File: src/rtl/clken_pkg.sv
// Shared types and sizing helpers for the clock-enable / reset manager.
package clken_pkg;

    typedef enum logic [1:0] {
        WAIT_LOCK = 2'd0,
        STABLE    = 2'd1,
        HOLD      = 2'd2,
        RUN       = 2'd3
    } state_t;

    // The counter must hold max(LOCK_CYCLES, RST_HOLD) - 1.
    function automatic int cnt_width(input int lock_cycles, input int rst_hold);
        int m;
        m = (lock_cycles > rst_hold) ? lock_cycles : rst_hold;
        return (m > 1) ? $clog2(m) : 1;
    endfunction

    function automatic int ch_width(input int num_ch);
        return (num_ch > 1) ? $clog2(num_ch) : 1;
    endfunction

endpackage

File: src/rtl/clken_nco.sv
// One fractional clock-enable channel: increment register, phase accumulator
// and the registered carry that forms the strobe.
module clken_nco #(
    parameter int               ACC_W    = 16,
    parameter logic [ACC_W-1:0] INC_INIT = {1'b1, {(ACC_W-1){1'b0}}}
)(
    input  logic             clk,
    input  logic             reset,
    input  logic             i_run,
    input  logic             i_sync,
    input  logic             i_wr,
    input  logic [ACC_W-1:0] i_inc,
    output logic             o_ce
);

    logic [ACC_W-1:0] r_inc;
    logic [ACC_W-1:0] r_acc;
    logic             r_ce;
    logic [ACC_W:0]   w_sum;

    assign w_sum = {1'b0, r_acc} + {1'b0, r_inc};

    // Increments survive lock loss; only the block reset restores them.
    always_ff @(posedge clk) begin
        if (reset) begin
            r_inc <= INC_INIT;
        end else if (i_wr) begin
            r_inc <= i_inc;
        end
    end

    always_ff @(posedge clk) begin
        if (reset || !i_run || i_sync) begin
            r_acc <= '0;
            r_ce  <= 1'b0;
        end else begin
            r_acc <= w_sum[ACC_W-1:0];
            r_ce  <= w_sum[ACC_W];
        end
    end

    assign o_ce = r_ce;

endmodule

File: src/rtl/clken_gen.sv
// Qualifies PLL lock, sequences a clean synchronous system reset and drives
// NUM_CH runtime-programmable NCO clock-enable strobes.
module clken_gen
    import clken_pkg::*;
#(
    parameter int                      NUM_CH      = 2,
    parameter int                      ACC_W       = 16,
    parameter int                      LOCK_CYCLES = 1024,
    parameter int                      RST_HOLD    = 16,
    parameter logic [NUM_CH*ACC_W-1:0] INC_INIT    = {NUM_CH{1'b1, {(ACC_W-1){1'b0}}}}
)(
    input  logic                        clk,
    input  logic                        reset,
    input  logic                        pll_locked,
    input  logic                        cfg_wr,
    input  logic [ch_width(NUM_CH)-1:0] cfg_ch,
    input  logic [ACC_W-1:0]            cfg_inc,
    input  logic                        cfg_sync,
    output logic                        sys_reset,
    output logic                        ready,
    output logic [NUM_CH-1:0]           ce
);

    localparam int CNT_W = cnt_width(LOCK_CYCLES, RST_HOLD);
    localparam logic [CNT_W-1:0] LOCK_LAST = CNT_W'(LOCK_CYCLES - 1);
    localparam logic [CNT_W-1:0] HOLD_LAST = CNT_W'(RST_HOLD - 1);

    logic [1:0]       r_sync;
    logic             w_lk_s;
    state_t           r_state;
    state_t           w_next;
    logic [CNT_W-1:0] r_cnt;
    logic [CNT_W-1:0] w_cnt_next;
    logic             r_sys_reset;
    logic             r_ready;
    logic             w_run;

    always_ff @(posedge clk) begin
        if (reset) begin
            r_sync <= 2'b00;
        end else begin
            r_sync <= {r_sync[0], pll_locked};
        end
    end

    assign w_lk_s = r_sync[1];

    // Lock loss wins over every other transition.
    always_comb begin
        w_next     = r_state;
        w_cnt_next = r_cnt + CNT_W'(1);
        if (!w_lk_s) begin
            w_next     = WAIT_LOCK;
            w_cnt_next = '0;
        end else begin
            case (r_state)
                WAIT_LOCK: begin
                    w_next     = STABLE;
                    w_cnt_next = '0;
                end
                STABLE: begin
                    if (r_cnt == LOCK_LAST) begin
                        w_next     = HOLD;
                        w_cnt_next = '0;
                    end
                end
                HOLD: begin
                    if (r_cnt == HOLD_LAST) begin
                        w_next     = RUN;
                        w_cnt_next = '0;
                    end
                end
                RUN: begin
                    w_cnt_next = '0;
                end
                default: begin
                    w_next     = WAIT_LOCK;
                    w_cnt_next = '0;
                end
            endcase
        end
    end

    // Outputs are registered from the next state so lock loss shows on the very next edge.
    always_ff @(posedge clk) begin
        if (reset) begin
            r_state     <= WAIT_LOCK;
            r_cnt       <= '0;
            r_sys_reset <= 1'b1;
            r_ready     <= 1'b0;
        end else begin
            r_state     <= w_next;
            r_cnt       <= w_cnt_next;
            r_sys_reset <= (w_next != RUN);
            r_ready     <= (w_next == RUN);
        end
    end

    assign sys_reset = r_sys_reset;
    assign ready     = r_ready;
    assign w_run     = (r_state == RUN) && w_lk_s;

    for (genvar g = 0; g < NUM_CH; g++) begin : g_ch
        logic w_wr;

        assign w_wr = cfg_wr && (int'(cfg_ch) == g);

        clken_nco #(
            .ACC_W    (ACC_W),
            .INC_INIT (INC_INIT[g*ACC_W +: ACC_W])
        ) u_nco (
            .clk    (clk),
            .reset  (reset),
            .i_run  (w_run),
            .i_sync (cfg_sync),
            .i_wr   (w_wr),
            .i_inc  (cfg_inc),
            .o_ce   (ce[g])
        );
    end

endmodule

File: config.mk
export PLATFORM = sky130hd
export DESIGN_NAME = clken_gen
export DESIGN_NICKNAME = d
export VERILOG_FILES = /design/src/rtl/clken_pkg.sv /design/src/rtl/clken_nco.sv /design/src/rtl/clken_gen.sv
export SDC_FILE = /design/constraint.sdc
export NUM_CORES = 1
export LEC_CHECK = 0
export ABC_AREA = 1
export CAP_MARGIN = 25
export CELL_PAD_IN_SITES_DETAIL_PLACEMENT = 1
export CELL_PAD_IN_SITES_GLOBAL_PLACEMENT = 2
export CORE_MARGIN = 10
export CORE_UTILIZATION = 33
export DETAILED_ROUTE_END_ITERATION = 6
export GPL_ROUTABILITY_DRIVEN = 1
export PLACE_DENSITY = 0.77
export SLEW_MARGIN = 20
export SYNTH_ARGS = -nofsm -noshare
export SYNTH_HDL_FRONTEND = slang
export SYNTH_SLANG_ARGS = --single-unit
File: constraint.sdc
create_clock -name clk -period 2 [get_ports clk]
set_input_delay 0.4 -clock clk [delete_from_list [all_inputs] [get_ports clk]]
set_output_delay 0.4 -clock clk [all_outputs]
set_load 0.005 [all_outputs]
==> run summary <==
status - completed
post-route design area - 0.00508 mm²
DRC viols - 0
placed inst area - 0.00476 mm²
Die Wd - 134 µm
endpoint type of the worst setup path - flop
WHS - 0.415 ns
# Max-Cap Violations - 0
pre-CTS WS - 0.120 ns
Post-synth ARST share - 0
# fillers - 1670
drt first pass iters - 4
Routed Antenna Nets - 0
WP data arrival - 2.05 ns
post-DP HPWL - 9240 µm
Internal - 2.83 mW
Final TNS setup - 0 ns
Max-slew headroom - 0.624
overall power - 3.71 mW
crit share post-route - 0.903
vias in the first global route - 4037
Max Freq - 554 MHz
CTS tree - yes
Seq/Total Area, Yosys - 0.380
post-DR wirelength/cell - 13.5 µm
Placed Cells - 838
RSZ-0062 raised after global routing - false
Synth Register Bits - 82
Mapped Area - 0.00432 mm²
row cnt - 41
Net Sw Power - 881 µW
layout cells sized above 1 - 0.0396
DIE HEIGHT - 134 µm
prevailing post-synth register cell - dfxtp_1
largest net degree at the start of global routing - 33
Hold Crit Class - reg2reg
Pins Over Slew Limit - 0
Reg clk slew, reported paths - 0.07 ns
power share of the sequential group - 0.460
Setup Crit Path Kind - reg2reg
Initial Util - 0.340
syn nets - 704
GPL Wtd Cong - 0.799
Pwr Density - 731 mW/mm²
CTS max path bufs - 2
DR iter-0 viols - 95
setup violators final - 0
Post-Synthesis Cells - 647
GRT overflow - 0
H-tree level count - 3
slack of the critical path - 0.194 ns
CP max FO - 5
I/O Pins - 26
count of cell types in the netlist - 29
final wirelength - 11600 µm
static leakage - 2.52 nW
worst vdd ir - 318 µV
first-pass GRT wire length - 19200 µm
final hold vios - 0
DR vias - 3974
core area - 0.0127 mm²
Worst Tran Pin Value - 0.563 ns
number of flops mapped to enable cells by yosys - 0
combinational share of power - 0.068
postcts setup bufs - 0
initial antenna violation count - 0
TritonCTS Sinks - 82
worst-skew pair later-pin latency - 0.35 ns
Sw Ratio - 0.237
vias per cell - 4.65
Die ar. - 0.0181 mm²
GRT Util Overall - 0.132
WP data required - 2.25 ns
final non-filler cell total - 854
number of I/O port buffers - 25
TritonCTS Buffers - 9
Layout area overhead - 17.6%
Setup Skew - 0.00665 ns
ANT cells - 0
Mean Syn Cell Area - 6.68 µm²
minimum clock period - 1.81 ns
Core Util, Final - 0.400
synth warn - 0
Clock Power Share - 0.472
nets@finish - 734
Startpoint Class - flop
Root Buffer - clkbuf_16
what timing repair did:
| action | 4_1_cts | 5_1_grt |
|---|---|---|
| resized for setup | 0 | 1 |
| endpoints found under the hold margin | 0 | 0 |
| endpoints found under the setup margin | 0 | 3 |
| hold buffers | 0 | 0 |
cell usage in the layout, fill, tap and decap left out, drive strengths merged, types with 4 or more instances in the layout:
cell and n:
inv 93, buf 5, dfxtp 82, clkbuf 12, xor2 4, nor3 8
nor2 128, a21oi 36, o21ai 49, clkdlybuf4s50 25, ha 33, nand2 171
nand3 22
Yosys cell counts (all sizes together) (2+ instances only):
| master | n | share of area |
|---|---|---|
| a21oi | 36 | 0.042 |
| nor3 | 8 | 0.013 |
| xnor2 | 2 | 0.0041 |
| ha | 33 | 0.095 |
| nand2 | 171 | 0.15 |
| buf | 6 | 0.010 |
| o21ai | 49 | 0.057 |
| xor2 | 4 | 0.0081 |
| nor2 | 128 | 0.11 |
| dfxtp | 82 | 0.38 |
| nand4 | 2 | 0.0029 |
| fa | 2 | 0.0093 |
| nand3 | 22 | 0.025 |
| clkbuf | 5 | 0.0043 |
| inv | 91 | 0.079 |
final cells by class:
cell class / count / area [µm²] / share of cell area
multi-input cells: 463 / 2280 / 0.449
flip-flops and latches: 82 / 1640 / 0.323
inverters: 91 / 342 / 0.0672
repair buffers: 30 / 288 / 0.0566
clock buffers: 12 / 256 / 0.0505
well taps: 172 / 215 / 0.0423
clock inverters: 4 / 57.6 / 0.0113
worst paths after layout:
| check | startpoint | endpoint | slack [ns] | depth (start not counted) |
|---|---|---|---|---|
| max | g_ch[1].u_nco.r_acc[0]$_SDFF_PP0_ | g_ch[1].u_nco.r_acc[10]$_SDFF_PP0_ | 0.19 | 10 |
| min | r_sync[0]$_SDFF_PP0_ | r_sync[1]$_SDFF_PP0_ | 0.42 | 2 |
| max reg2reg | g_ch[1].u_nco.r_acc[0]$_SDFF_PP0_ | g_ch[1].u_nco.r_acc[10]$_SDFF_PP0_ | 0.19 | 10 |
| min reg2reg | r_sync[0]$_SDFF_PP0_ | r_sync[1]$_SDFF_PP0_ | 0.42 | 2 |
worst max-delay path: stages, from the launching register on:
cell	delay, ns
dfxtp_1	0.30
ha_1	0.22
fa_1	0.42
nand3_1	0.12
nand3_2	0.13
nand2_1	0.09
nand2_1	0.12
nand2_1	0.09
nand2_1	0.07
nor2_1	0.09
nor2_1	0.05
power by group through the flow:
| stage | clock (mW) | combinational, mW | sequential [mW] |
|---|---|---|---|
| 2_1_floorplan | 0 | 0.154 | 1.73 |
| 3_3_place_gp | 0 | 0.248 | 1.75 |
| 3_5_place_dp | 0 | 0.255 | 1.75 |
| 4_1_cts | 1.82 | 0.257 | 1.71 |
| 5_1_grt | 1.88 | 0.288 | 1.71 |
| 6_report | 1.75 | 0.251 | 1.71 |
logic make-up (layout without fill, tap and decap cells):
family | count (synthesis) | count (layout) | share of synthesized area
flops | 82 | 82 | 0.380
buf+inv | 102 | 137 | 0.0935
simple gates | 335 | 335 | 0.308
xor+xnor | 6 | 6 | 0.0122
fa+ha+maj | 35 | 35 | 0.105
compound gates | 87 | 87 | 0.102
state kept, by name, indices dropped and copies added (netlist names):
register,count
g_ch.u_nco.o_ce,2
sys_reset,1
r_state,2
g_ch.u_nco.r_inc,32
r_cnt,10
g_ch.u_nco.r_acc,32
ready,1
r_sync,2
per-layer routing:
metal | GRT usage | part of all wire | vias up
met2 | 0.237 | 0.52 | 18
met5 | 0 | 0 | -
met1 | 0.147 | 0.45 | 1855
met3 | 0.0226 | 0.014 | 15
li1 | - | - | 2086
met4 | 0.0611 | 0.022 | 0
No activity file was read; power rests on OpenSTA's default activity.
